[config.mk]
export PLATFORM = sky130hd
export DESIGN_NAME = uart_rx_word_packer
export DESIGN_NICKNAME = d
export VERILOG_FILES = /design/src/rtl/uart_rx_word_packer.sv
export SDC_FILE = /design/constraint.sdc
export NUM_CORES = 1
export LEC_CHECK = 0
export ABC_AREA = 1
export CAP_MARGIN = 0
export CORE_UTILIZATION = 54
export DETAILED_ROUTE_END_ITERATION = 6
export PLACE_DENSITY = 0.77
export RECOVER_POWER = 100
export SLEW_MARGIN = 0
export SYNTH_ARGS = -nofsm -noshare
export SYNTH_HDL_FRONTEND = slang
export SYNTH_SLANG_ARGS = --single-unit
export TNS_END_PERCENT = 10
[constraint.sdc]
create_clock -name clk -period 2.3 [get_ports clk]
set_clock_uncertainty 0.1 [all_clocks]
set_input_delay 0.46 -clock clk [delete_from_list [all_inputs] [get_ports clk]]
set_output_delay 0.46 -clock clk [all_outputs]
set_load 0.01 [all_outputs]
[src/rtl/uart_rx_word_packer.sv]
// uart_rx_word_packer
//   Receive-data register stage for the UART Rx path. Bytes from the
//   deserialiser are packed into WORD-wide words. Each completed or flushed
//   word goes into a small first-word-fall-through FIFO. The consumer drains
//   the FIFO over a valid/ready handshake. If a word arrives while the FIFO
//   is full, it is dropped and a sticky overrun flag is raised.
//
// Ports
//   clk            rising-edge clock
//   rst            asynchronous reset, active low
//   rx_byte        received character
//   rx_byte_valid  single-cycle strobe qualifying rx_byte
//   flush          push the partially assembled word, if any
//   clear_ovf      clear the sticky overrun flag
//   word_out       FIFO head word (0 when empty)
//   word_nbytes    valid bytes in word_out (0 when empty)
//   word_valid     FIFO not empty
//   word_ready     consumer pops the head when word_valid && word_ready
//   byte_cnt       bytes currently held in the assembly register
//   fifo_level     words in the FIFO, 0..FIFO_DEPTH
//   overrun        sticky: a word was dropped
module uart_rx_word_packer #(
  parameter int BYTE_WIDTH     = 8,
  parameter int BYTES_PER_WORD = 4,
  parameter int FIFO_DEPTH     = 4,
  parameter bit LSB_FIRST      = 1'b1,
  localparam int WORD = BYTE_WIDTH * BYTES_PER_WORD,
  localparam int NBW  = $clog2(BYTES_PER_WORD + 1),
  localparam int CW   = $clog2(BYTES_PER_WORD),
  localparam int LW   = $clog2(FIFO_DEPTH + 1)
) (
  input  logic                  clk,
  input  logic                  rst,
  input  logic [BYTE_WIDTH-1:0] rx_byte,
  input  logic                  rx_byte_valid,
  input  logic                  flush,
  input  logic                  clear_ovf,
  output logic [WORD-1:0]       word_out,
  output logic [NBW-1:0]        word_nbytes,
  output logic                  word_valid,
  input  logic                  word_ready,
  output logic [CW-1:0]         byte_cnt,
  output logic [LW-1:0]         fifo_level,
  output logic                  overrun
);

  localparam int PW = $clog2(FIFO_DEPTH);

  logic [WORD-1:0]                  asm_q, asm_d, asm_upd;
  logic [CW-1:0]                    cnt_q, cnt_d, slot;
  logic [FIFO_DEPTH-1:0][WORD-1:0]  mem_q;
  logic [FIFO_DEPTH-1:0][NBW-1:0]   nb_q;
  logic [PW-1:0]                    rd_q, wr_q;
  logic [LW-1:0]                    lvl_q, lvl_d;
  logic                             ovf_q, ovf_d;

  logic           last_byte, push_req, push_ok, drop, pop;
  logic [NBW-1:0] push_nb;

  // In MS-first mode the first byte lands in the top slot.
  assign slot = LSB_FIRST ? cnt_q : CW'(BYTES_PER_WORD - 1) - cnt_q;

  always_comb begin
    asm_upd = asm_q;
    for (int s = 0; s < BYTES_PER_WORD; s++)
      if (rx_byte_valid && slot == CW'(s))
        asm_upd[s*BYTE_WIDTH +: BYTE_WIDTH] = rx_byte;
  end

  assign last_byte = rx_byte_valid && (cnt_q == CW'(BYTES_PER_WORD - 1));
  // A byte that arrives with flush is folded into the flushed word, so a
  // single push covers both.
  assign push_req  = last_byte || (flush && (rx_byte_valid || cnt_q != '0));
  assign push_nb   = rx_byte_valid ? NBW'(cnt_q) + NBW'(1) : NBW'(cnt_q);
  assign pop       = (lvl_q != '0) && word_ready;
  // A pop in the same cycle frees a slot, so a full FIFO can still take the word.
  assign push_ok   = push_req && ((lvl_q < LW'(FIFO_DEPTH)) || pop);
  assign drop      = push_req && !push_ok;

  always_comb begin
    asm_d = asm_q;
    cnt_d = cnt_q;
    if (push_req) begin
      // The assembly register clears even when the word is dropped.
      asm_d = '0;
      cnt_d = '0;
    end else if (rx_byte_valid) begin
      asm_d = asm_upd;
      cnt_d = cnt_q + CW'(1);
    end
  end

  assign lvl_d = lvl_q + LW'(push_ok) - LW'(pop);
  // If a drop and clear_ovf happen in the same cycle, the flag stays set.
  assign ovf_d = drop ? 1'b1 : (clear_ovf ? 1'b0 : ovf_q);

  always_ff @(posedge clk or negedge rst) begin
    if (!rst) begin
      asm_q <= '0;
      cnt_q <= '0;
      mem_q <= '0;
      nb_q  <= '0;
      rd_q  <= '0;
      wr_q  <= '0;
      lvl_q <= '0;
      ovf_q <= 1'b0;
    end else begin
      asm_q <= asm_d;
      cnt_q <= cnt_d;
      lvl_q <= lvl_d;
      ovf_q <= ovf_d;
      if (push_ok) begin
        mem_q[wr_q] <= asm_upd;
        nb_q[wr_q]  <= push_nb;
        wr_q        <= wr_q + PW'(1);  // power-of-2 depth wraps naturally
      end
      if (pop) rd_q <= rd_q + PW'(1);
    end
  end

  // FWFT head straight from registered storage, masked to 0 when empty.
  assign word_valid  = (lvl_q != '0);
  assign word_out    = word_valid ? mem_q[rd_q] : '0;
  assign word_nbytes = word_valid ? nb_q[rd_q]  : '0;
  assign byte_cnt    = cnt_q;
  assign fifo_level  = lvl_q;
  assign overrun     = ovf_q;

endmodule

==> metrics.csv <==
stage,metric,value,unit
clock_network,cts_tree,yes,
clock_network,cts-root-buf,clkbuf_16,
drt,wl,25100,um
global_route,gr-total-overflow,0,
sta,finalCritPeriodShare,1.06,
worst_setup_path,worstPathArrival,1.88,ns
final_layout,fin_area,10600,sq um
worst_setup_path,cp_slowest_stage_delay,0.43,ns
worst_setup_path,critPathKind,register to primary output,
sta,setup_viol,34,
yosys,syn_nets,1170,
placed_design,port_buffers,55,
status,violations,negative setup slack,
sta,worst_pin_slew,1.17,ns
floorplanning,core,15400,sq um
floorplanning,ios,56,
clock_network,clockBufferDepth,2,
floorplanning,die_height,129,um
job,maxCapViolCount,0,
worst_setup_path,slowest_stage,dfrtp_2,
pwr,combPwrFrac,0.463,
drt,ant_nets,0,
worst_setup_path,critPathCaptureType,primary output,
global_route,grtUsageTotal,0.323,
pwr,internal_power,9.18,mW
yosys,synth_top_area_cell,dfrtp_1,
pwr,peakVddDrop,0.743,mV
yosys,synth_top_cells_by_area,"dfrtp_1 53%, nand2_1 27%, o21ai_0 4.0%",
pwr,p_switching,6.07,mW
sta,fin_tns_setup,-1.65,ns
worst_setup_path,critPathTopFamily,buffers and inverters,
placed_design,pre_cts_ws,-0.261,ns
final_layout,diodes,0,
yosys,synth_top_family_by_area,simple AND/OR/NAND/NOR gates,
global_route,antenna_found_initial,0,
status,status,"complete, but fails checks",
drt,drt_iter0_markers,709,
global_route,grt_pass1_vias,7570,
min_path,worstHoldPathType,register to register,
worst_setup_path,cp_data_required_time,1.74,ns
clock_network,clk_pin_slew,0.07,ns
yosys,synth_cell_type_count,24,
yosys,synthSimpleGateAreaFrac,0.326,
yosys,synth_mux_area_frac,0,
yosys,synth_top_area_frac,0.526,
final_layout,final_cell_mix,"625 x nand2_1, 180 x dfrtp_1, 60 x inv_1",
drt,dr.pass1.iters,5,
pwr,power.density,1430,nW/um^2
pwr,total_leakage_power,5.98,nW
floorplanning,initial_core_util,0.561,
placed_design,dpl.cell_count,1414,
global_route,grt_max_degree,52,
yosys,seq_area_frac_synth,0.526,
drt,vias,7893,
worst_setup_path,start_kind,register,
sta,period_needed,2.44,ns
pwr,clock_power_share,0.202,
floorplanning,die-area,16500,sq um
sta,setup_ws,-0.143,ns
final_layout,final_nets,1265,
yosys,ys_ff_latch,182,
drt,vias_per_cell,5.39,
sta,final_hold_viol_count,0,
sta,max_freq,409,MHz
clock_network,insertion_delay,0.43,ns
floorplanning,die_w,129,um
clock_network,h-tree-depth,4,
clock_network,cts_buffers,17,
yosys,synthCells,1145,
yosys,synthAdderAreaFrac,0.0168,
pwr,seqPwrFrac,0.335,
yosys,ys_warn_count,0,
sta,final_max_slew_viol_count,0,
yosys,avgSynthCellArea,7.56,sq um
final_layout,stdcell_count,1464,
worst_setup_path,path_buf_inv,5,
sta,max-slew-margin-rel,0.221,
drt,drc_errors,0,
sta,rsz0062_at_grt,true,
final_layout,drive_above_1_share,0.155,
yosys,syn_area,8650,sq um
worst_setup_path,cp_cell_sequence,buf_6 > clkinv_8 > buf_12 > buf_12 > nand2_2 > nand2_1 > nand2_1 > a21oi_2 > buf_2,
global_route,grt_pass1_wl,40100,um
final_layout,syn2layout_area_growth,22.9,%
placed_design,placed_area,9830,sq um
clock_network,clock-sinks,182,
yosys,synth_compound_area_frac,0.0615,
sta,whs,0.374,ns
final_layout,final_common_cell,nand2_1,
worst_setup_path,cp_max_fo,6,
yosys,yosys.area_share.xor_xnor,0.00506,
pwr,swShare,0.398,
pwr,p_total,15.2,mW
drt,wl_per_cell,17.2,um
placed_design,dp_hpwl,14700,um
placed_design,gp_congestion,0.831,
final_layout,finish.utilization,0.689,
floorplanning,num_rows,45,
worst paths after layout:
path / endpoint / start / slack (ns) / cells after the start
setup reg to reg: fifo_level[2]$_DFF_PN0_ / byte_cnt[1]$_DFFE_PN0P_ / 0.05 / 11
hold reg to reg: nb_q[2]$_DFFE_PN0P_ / nb_q[2]$_DFFE_PN0P_ / 0.37 / 2
hold / removal: nb_q[2]$_DFFE_PN0P_ / nb_q[2]$_DFFE_PN0P_ / 0.37 / 2
max in group asynchronous: byte_cnt[0]$_DFFE_PN0P_ / rst / 0.26 / 3
min in group asynchronous: mem_q[115]$_DFFE_PN0P_ / rst / 0.70 / 2
setup / recovery: word_nbytes[0] / rd_q[0]$_DFFE_PN0P_ / -0.14 / 9
repair_timing:
| action | CTS | global route |
|---|---|---|
| endpoints found under the setup margin | 35 | 35 |
| buffers inserted | 11 | 0 |
| hold buffers | 1 | 0 |
| pin swaps | 33 | 18 |
| hold endpoints to repair | 43 | 0 |
| resized for setup | 194 | 42 |
| cloned | 5 | 1 |
metal layers:
layer  vias to the layer above  GRT usage  wire length (um)
met5                         -          0                 0
met4                         0      0.128               688
met3                        59     0.0715              2120
met2                       392      0.515             11800
met1                      3762      0.433             10500
li1                       3680          -                 -
kinds of logic after synthesis:
kind of cell    Yosys count
compound gates          106
xor+xnor                  5
fa+ha+maj                11
buf+inv                 121
flops                   182
simple gates            720
sequential cells by signal, indices dropped and copies added (netlist names):
signal and count:
rd_q 2, byte_cnt 2, nb_q 12, overrun 1
mem_q 128, fifo_level 3, asm_q 32, wr_q 2
area by class of cell:
class	count	area (sq um)
clock buffer	20	437
clock inverter	12	178
sequential	182	4560
timing repair buffer	133	1270
inverter	64	253
tap	211	264
fill	1242	4790
multi-input combinational	842	3680
worst register-to-register path, cell delays in order (launching register included):
cell and delay [ns]:
dfrtp_1 0.43, inv_1 0.11, ha_1 0.20, nand2_1 0.09, nand3_1 0.11, ha_2 0.28, inv_1 0.06, ha_1 0.13
inv_1 0.05, fa_2 0.33, xnor2_1 0.14, xor2_1 0.14
synth_stat cells:
library cell,number
clkinv_1,1
ha_1,10
inv_2,3
nand2_4,2
buf_1,3
fa_1,1
nor2_1,71
buf_4,1
nand2_1,631
clkbuf_1,31
o22ai_1,1
buf_2,10
nand3_4,1
a21oi_1,35
nand3_1,5
inv_1,60
nand2_2,2
dfrtp_1,182
nand4_1,4
o21ai_0,70
xnor2_1,1
xor2_1,4
buf_6,12
nor2_8,4
power by group through the flow:
stage | sequential, mW | clock [mW] | combinational (mW)
2_1_floorplan | 4.95 | 0 | 3.70
3_3_place_gp | 5.02 | 0 | 6.22
3_5_place_dp | 5.06 | 0 | 6.33
4_1_cts | 5.05 | 3.10 | 6.89
5_1_grt | 5.24 | 3.22 | 7.69
6_report | 5.11 | 3.08 | 7.06
(Power assumes the default switching activity.)
